$ cat config.mk
export PLATFORM = sky130hd
export DESIGN_NAME = text_line_fetcher
export DESIGN_NICKNAME = d
export VERILOG_FILES = /design/src/rtl/text_line_fetcher.sv
export SDC_FILE = /design/constraint.sdc
export NUM_CORES = 1
export LEC_CHECK = 0
export BUFFER_PORTS_ARGS = -buffer_cell sky130_fd_sc_hd__buf_2
export CORE_ASPECT_RATIO = 1.4
export CORE_MARGIN = 1
export CORE_UTILIZATION = 55
export CTS_CLUSTER_SIZE = 25
export DETAILED_ROUTE_END_ITERATION = 7
export PLACE_DENSITY = 0.72
export SLEW_MARGIN = 30
export SYNTH_ARGS = -nofsm -noshare
export SYNTH_HDL_FRONTEND = slang
export SYNTH_SLANG_ARGS = --single-unit
$ cat constraint.sdc
create_clock -name i_clk -period 2.7 [get_ports i_clk]
set_input_delay 0.675 -clock i_clk [delete_from_list [all_inputs] [get_ports i_clk]]
set_output_delay 0.675 -clock i_clk [all_outputs]
set_load 0.05 [all_outputs]
$ cat src/rtl/text_line_fetcher.sv
// Purpose : character buffer + per-scan-line font fetch sequencer + 1 px/clk line streamer.
// Latency : fetch occupies NUM_CHARS+1 cycles after line_start; pixel_on is 1 cycle after pix_x.
// Backpr. : none; a line_start during a fetch is dropped and flagged in sticky o_overrun.
//
// Ports:
//   i_clk, i_rst_n            clock, async active-low reset
//   i_wr_en/i_wr_idx/i_wr_char text buffer write (ASCII code into cell)
//   i_clr                     fill text buffer with spaces, clear overrun
//   i_line_start, i_line_y    hblank start pulse and the line about to be shown
//   i_pix_active, i_pix_x     active video qualifier and column
//   o_font_char_code/o_font_row  font_rom address; i_font_line returns 1 cycle later
//   o_pixel_on, o_busy, o_overrun  pixel out, fetch in progress, sticky overrun
module text_line_fetcher #(
    parameter int NUM_CHARS = 16,
    parameter int TEXT_Y0   = 0,
    localparam int IW       = $clog2(NUM_CHARS)
) (
    input  logic          i_clk,
    input  logic          i_rst_n,
    input  logic          i_wr_en,
    input  logic [IW-1:0] i_wr_idx,
    input  logic [7:0]    i_wr_char,
    input  logic          i_clr,
    input  logic          i_line_start,
    input  logic [9:0]    i_line_y,
    input  logic          i_pix_active,
    input  logic [9:0]    i_pix_x,
    output logic [7:0]    o_font_char_code,
    output logic [3:0]    o_font_row,
    input  logic [7:0]    i_font_line,
    output logic          o_pixel_on,
    output logic          o_busy,
    output logic          o_overrun
);

    typedef enum logic [1:0] {
        S_IDLE  = 2'd0,
        S_FETCH = 2'd1,
        S_DRAIN = 2'd2
    } state_t;

    state_t        r_state;
    state_t        w_state_nxt;

    logic [7:0]    r_text    [NUM_CHARS];
    logic [7:0]    r_linebuf [NUM_CHARS];
    logic          r_blank   [NUM_CHARS];
    logic [IW-1:0] r_idx;
    logic [IW-1:0] r_idx_d;
    logic          r_cap_vld;
    logic [2:0]    r_row;
    logic          r_band_valid;
    logic          r_busy;
    logic          r_overrun;

    logic          w_start;
    logic          w_reject;
    logic          w_issue;
    logic          w_done;
    logic [9:0]    w_rel;
    logic [7:0]    w_code;
    logic          w_blank;
    logic          w_pix_in;
    logic [IW-1:0] w_cell;
    logic [2:0]    w_bit;

    // Unsigned wrap makes lines above the band look far away, so one compare suffices.
    assign w_rel    = i_line_y - 10'(TEXT_Y0);
    assign w_code   = r_text[r_idx];
    assign w_blank  = (w_code == 8'd32) || w_code[7];
    assign w_pix_in = i_pix_x < 10'(NUM_CHARS * 8);
    assign w_cell   = i_pix_x[IW+2:3];
    assign w_bit    = 3'd7 - i_pix_x[2:0];

    assign o_busy    = r_busy;
    assign o_overrun = r_overrun;

    always_ff @(posedge i_clk or negedge i_rst_n) begin
        if (!i_rst_n) r_state <= S_IDLE;
        else          r_state <= w_state_nxt;
    end

    always_comb begin
        w_state_nxt = r_state;
        w_start     = 1'b0;
        w_reject    = 1'b0;
        w_issue     = 1'b0;
        w_done      = 1'b0;
        case (r_state)
            S_IDLE: begin
                if (i_line_start) begin
                    if (w_rel < 10'd8) begin
                        w_start     = 1'b1;
                        w_state_nxt = S_FETCH;
                    end else begin
                        w_reject    = 1'b1;
                    end
                end
            end
            S_FETCH: begin
                w_issue = 1'b1;
                if (r_idx == IW'(NUM_CHARS - 1)) w_state_nxt = S_DRAIN;
            end
            S_DRAIN: begin
                w_done      = 1'b1;
                w_state_nxt = S_IDLE;
            end
            default: w_state_nxt = S_IDLE;
        endcase
    end

    always_ff @(posedge i_clk or negedge i_rst_n) begin
        if (!i_rst_n) begin
            for (int i = 0; i < NUM_CHARS; i++) begin
                r_text[i]    <= 8'd32;
                r_linebuf[i] <= 8'h00;
                r_blank[i]   <= 1'b0;
            end
            r_idx            <= '0;
            r_idx_d          <= '0;
            r_cap_vld        <= 1'b0;
            r_row            <= 3'd0;
            r_band_valid     <= 1'b0;
            r_busy           <= 1'b0;
            r_overrun        <= 1'b0;
            o_font_char_code <= 8'd0;
            o_font_row       <= 4'd0;
            o_pixel_on       <= 1'b0;
        end else begin
            if (i_clr) begin
                for (int i = 0; i < NUM_CHARS; i++) r_text[i] <= 8'd32;
            end else if (i_wr_en) begin
                r_text[i_wr_idx] <= i_wr_char;
            end

            if (w_start) begin
                r_row  <= w_rel[2:0];
                r_idx  <= '0;
                r_busy <= 1'b1;
            end
            if (w_reject) r_band_valid <= 1'b0;

            // Codes >= 128 have no glyph; fetch a space and force the cell blank.
            if (w_issue) begin
                o_font_char_code <= w_code[7] ? 8'd32 : w_code;
                o_font_row       <= {1'b0, r_row};
                r_blank[r_idx]   <= w_blank;
                r_idx            <= r_idx + IW'(1);
            end

            // font_line answers the address registered on the previous edge.
            r_cap_vld <= w_issue;
            r_idx_d   <= r_idx;
            if (r_cap_vld) r_linebuf[r_idx_d] <= r_blank[r_idx_d] ? 8'h00 : i_font_line;

            if (w_done) begin
                r_band_valid <= 1'b1;
                r_busy       <= 1'b0;
            end

            if (i_clr)                       r_overrun <= 1'b0;
            else if (i_line_start && r_busy) r_overrun <= 1'b1;

            o_pixel_on <= i_pix_active && r_band_valid && w_pix_in && r_linebuf[w_cell][w_bit];
        end
    end

endmodule

==> flow_summary.toml <==
[route]
drt-pass1-iter-count = 7
drt_iter0_drc = 546
wirelength_mm = 34.4
drc = 6
wire_per_inst_um = 21.7
vias_per_cell = 5.99
vias = 9512
detail-route-antenna-nets = 0

[sta]
post-route-period-util_pct = 95.6
tightest_slew_ns = 0.823
timing.final.ws_setup_ns = 0.120
hold_ws_ns = 0.0568
relSlewSlack_pct = 45.0
rsz0062_at_grt = "false"
setup_tns_ns = 0
fin_skew_ns = 0.0242
hold_viol = 0
setup_violations = 0
slew_viol_final = 0
fmax_ghz = 0.388
fin_crit_ns = 2.58

[synth]
yosysUniqueCellTypes = 52
synth_top_area_share_pct = 49.3
yosysSeqAreaShare_pct = 52.2
synthCells = 1178
async_reset_ff_share_pct = 100
synth_commonest_cells = "dfrtp_1, nor2_1, mux2i_1"
yosys_register_bits = 300
yosysWarningCount = 0
synth_area_per_cell_sq_um = 12.2
yosysTopAreaCell = "dfrtp_1"
synth-edff-count = 0
yosys_most_used_dff = "dfrtp_1"
synthTopCellsByArea = "dfrtp_1, mux2i_1, mux2_2, mux4_2, mux4_1"
yosysMostFrequentCell = "dfrtp_1"
netlist_area_sq_mm = 0.0144

[final_layout]
n_antenna_cell = 0
syn_to_final_growth_pct = 13.0
utilization_pct = 63.8
nets = 1297
stdcell_area_sq_mm = 0.0163
drive_above_1_share_pct = 25.7
fillers = 1986

[placement]
dp_hpwl_mm = 23.6
port_buffers = 58
place_congestion = 0.856
post_dp_cell_area_sq_mm = 0.0153
dp_slack_ns = 0.166

[run_status]
violations = "DRC"
status = "finished with violations"

[setup_path]
critPathMaxFanout = 16
crit_path_end_kind = "flip-flop"
cp-start-kind = "flip-flop"
cp.required_ns = 3.18
crit_type = "reg2reg"
cp.arrival_ns = 3.06

[clocking]
tritoncts = "yes"
htree_levels = 1
hold_buffers = 0
clock_sinks = 300
post_cts_buffers = 0
cts_buffers = 30
insertion_delay_ns = 0.57
cts_resized = 0
clk_pin_slew_ns = 0.06
clockBufferDepth = 3
clockRootBuffer = "clkbuf_16"

[power]
power_density_mw_per_mm2 = 695
internal-power_mw = 8.09
power_switching_mw = 3.24
comb_power_share_pct = 18.4
p_clk_share_pct = 37.4
irDropWorstVdd_mv = 0.515
sw_frac_of_total_pct = 28.6
leakage_nw = 7.76
pwr-share-seq_pct = 44.2

[floorplan]
start_util_pct = 56.4
die_area_sq_mm = 0.0269
row_count = 69
ios = 61
core_sq_mm = 0.0256
die_x_um = 139
die_y_um = 194

[global_route]
grt_use_total_pct = 26.6
met3_usage_pct = 3.49
grt_antenna_before_repair = 0
grt_pass1_vias = 10072
use_met2_pct = 48.7
grt_max_degree = 71
overflow = 0
grt_util_met1_pct = 31.2
grt_pass1_wl_mm = 55.5
busiest_layer = "met2"

[min_path]
hp-class = "in2async"

[flow_run]
cap_violations = 0
-- power groups by stage --
stage	sequential (mW)	clock, mW	combinational, mW
finish	5.01	4.23	2.09
global placement	5.07	0	2.07
CTS	5.01	4.31	2.10
global route	5.04	4.49	2.24
floorplan	5.03	0	1.43
detailed placement	5.08	0	2.10
-- layer usage --
metal	up-vias	part of all wire, %
met3	75	3.6
met1	4865	38
met4	0	4.2
met2	219	54
met5	-	0
li1	4353	-
-- kinds of logic (layout without fill, tap and decap cells) --
group | count (synthesis) | in the layout | share of synthesized area (%)
AO/OA/AOI/OAI | 123 | 123 | 5.23
XOR/XNOR | 1 | 1 | 0.0608
adder cells (fa/ha/maj) | 4 | 4 | 0.347
buffers and inverters | 94 | 185 | 3.11
flip-flops | 300 | 300 | 52.2
multiplexers | 295 | 295 | 27.6
other | 1 | 2 | 0.0260
AND/OR/NAND/NOR | 360 | 360 | 11.4
-- sequential cells by signal, summed over array words and instances (netlist names) --
name / flops
r_idx_d: 4
r_state: 2
r_text: 128
r_linebuf: 128
o_pixel_on: 1
o_font_char_code: 7
r_blank: 16
r_idx: 4
o_busy: 1
o_overrun: 1
o_font_row: 3
r_band_valid: 1
r_cap_vld: 1
r_row: 3
-- stage by stage --
| step | std cells | power, mW |
|---|---|---|
| 6_report | 1589 | 11.3 |
| 5_1_grt | 1589 | 11.8 |
| 4_1_cts | 1589 | 11.4 |
| 3_5_place_dp | 1534 | 7.18 |
| 3_3_place_gp | 1534 | 7.14 |
| 2_1_floorplan | 1179 | 6.47 |
-- area by class of cell --
| type | instances | area, sq um | share of cell area [%] |
|---|---|---|---|
| Timing Repair Buffer | 122 | 883 | 5.42 |
| Tap cell | 319 | 399 | 2.45 |
| Multi-Input combinational cell | 785 | 6440 | 39.6 |
| Sequential cell | 300 | 7530 | 46.2 |
| Inverter | 8 | 30.0 | 0.184 |
| Clock inverter | 15 | 168 | 1.03 |
| Clock buffer | 40 | 838 | 5.15 |
-- path summary, 6_finish.rpt --
kind	depth (start not counted)	slack (ns)	endpoint	start
hold reg to reg	2	0.47	o_font_char_code[5]$_DFFE_PN0N_	o_font_char_code[5]$_DFFE_PN0N_
setup / recovery	7	0.12	r_blank[5]$_DFFE_PN0P_	r_idx[0]$_DFFE_PN0P_
max in group asynchronous	2	1.81	r_linebuf[45]$_DFFE_PN0P_	i_rst_n
min in group i_clk	2	0.34	r_row[1]$_DFFE_PN0P_	i_line_y[1]
hold / removal	1	0.06	r_linebuf[109]$_DFFE_PN0P_	i_rst_n
setup reg to reg	7	0.12	r_blank[5]$_DFFE_PN0P_	r_idx[0]$_DFFE_PN0P_
-- worst max-delay path: stages, from the launching register on --
cell	delay, ns
dfrtp_2	0.41
buf_12	0.17
mux4_1	0.56
a22oi_1	0.40
nand2_1	0.12
or4_1	0.43
buf_4	0.21
o21ai_0	0.20
-- cells in the final DEF (no fill, tap or decap), drive strengths merged, types with 2 or more instances in the layout --
cell type | synthesis | routed
a211o | 11 | 11
a211oi | 2 | 2
a21oi | 3 | 3
a22o | 4 | 4
a22oi | 13 | 13
and2 | 3 | 3
and3 | 3 | 3
and3b | 2 | 2
buf | 26 | 122
bufinv | 0 | 3
clkbuf | 60 | 40
clkinv | 0 | 10
conb | 1 | 2
dfrtp | 284 | 284
dfstp | 16 | 16
ha | 4 | 4
inv | 8 | 9
mux2 | 91 | 91
mux2i | 138 | 138
mux4 | 66 | 66
nand2 | 94 | 94
nand2b | 27 | 27
nand3 | 6 | 6
nand3b | 7 | 7
nand4 | 19 | 19
nor2 | 155 | 155
nor2b | 20 | 20
nor3 | 8 | 8
nor3b | 5 | 5
o211ai | 3 | 3
o21ai | 74 | 74
o22ai | 2 | 2
o31ai | 5 | 5
or3 | 6 | 6
or4 | 2 | 2
Power figures use the tool's default switching activity.
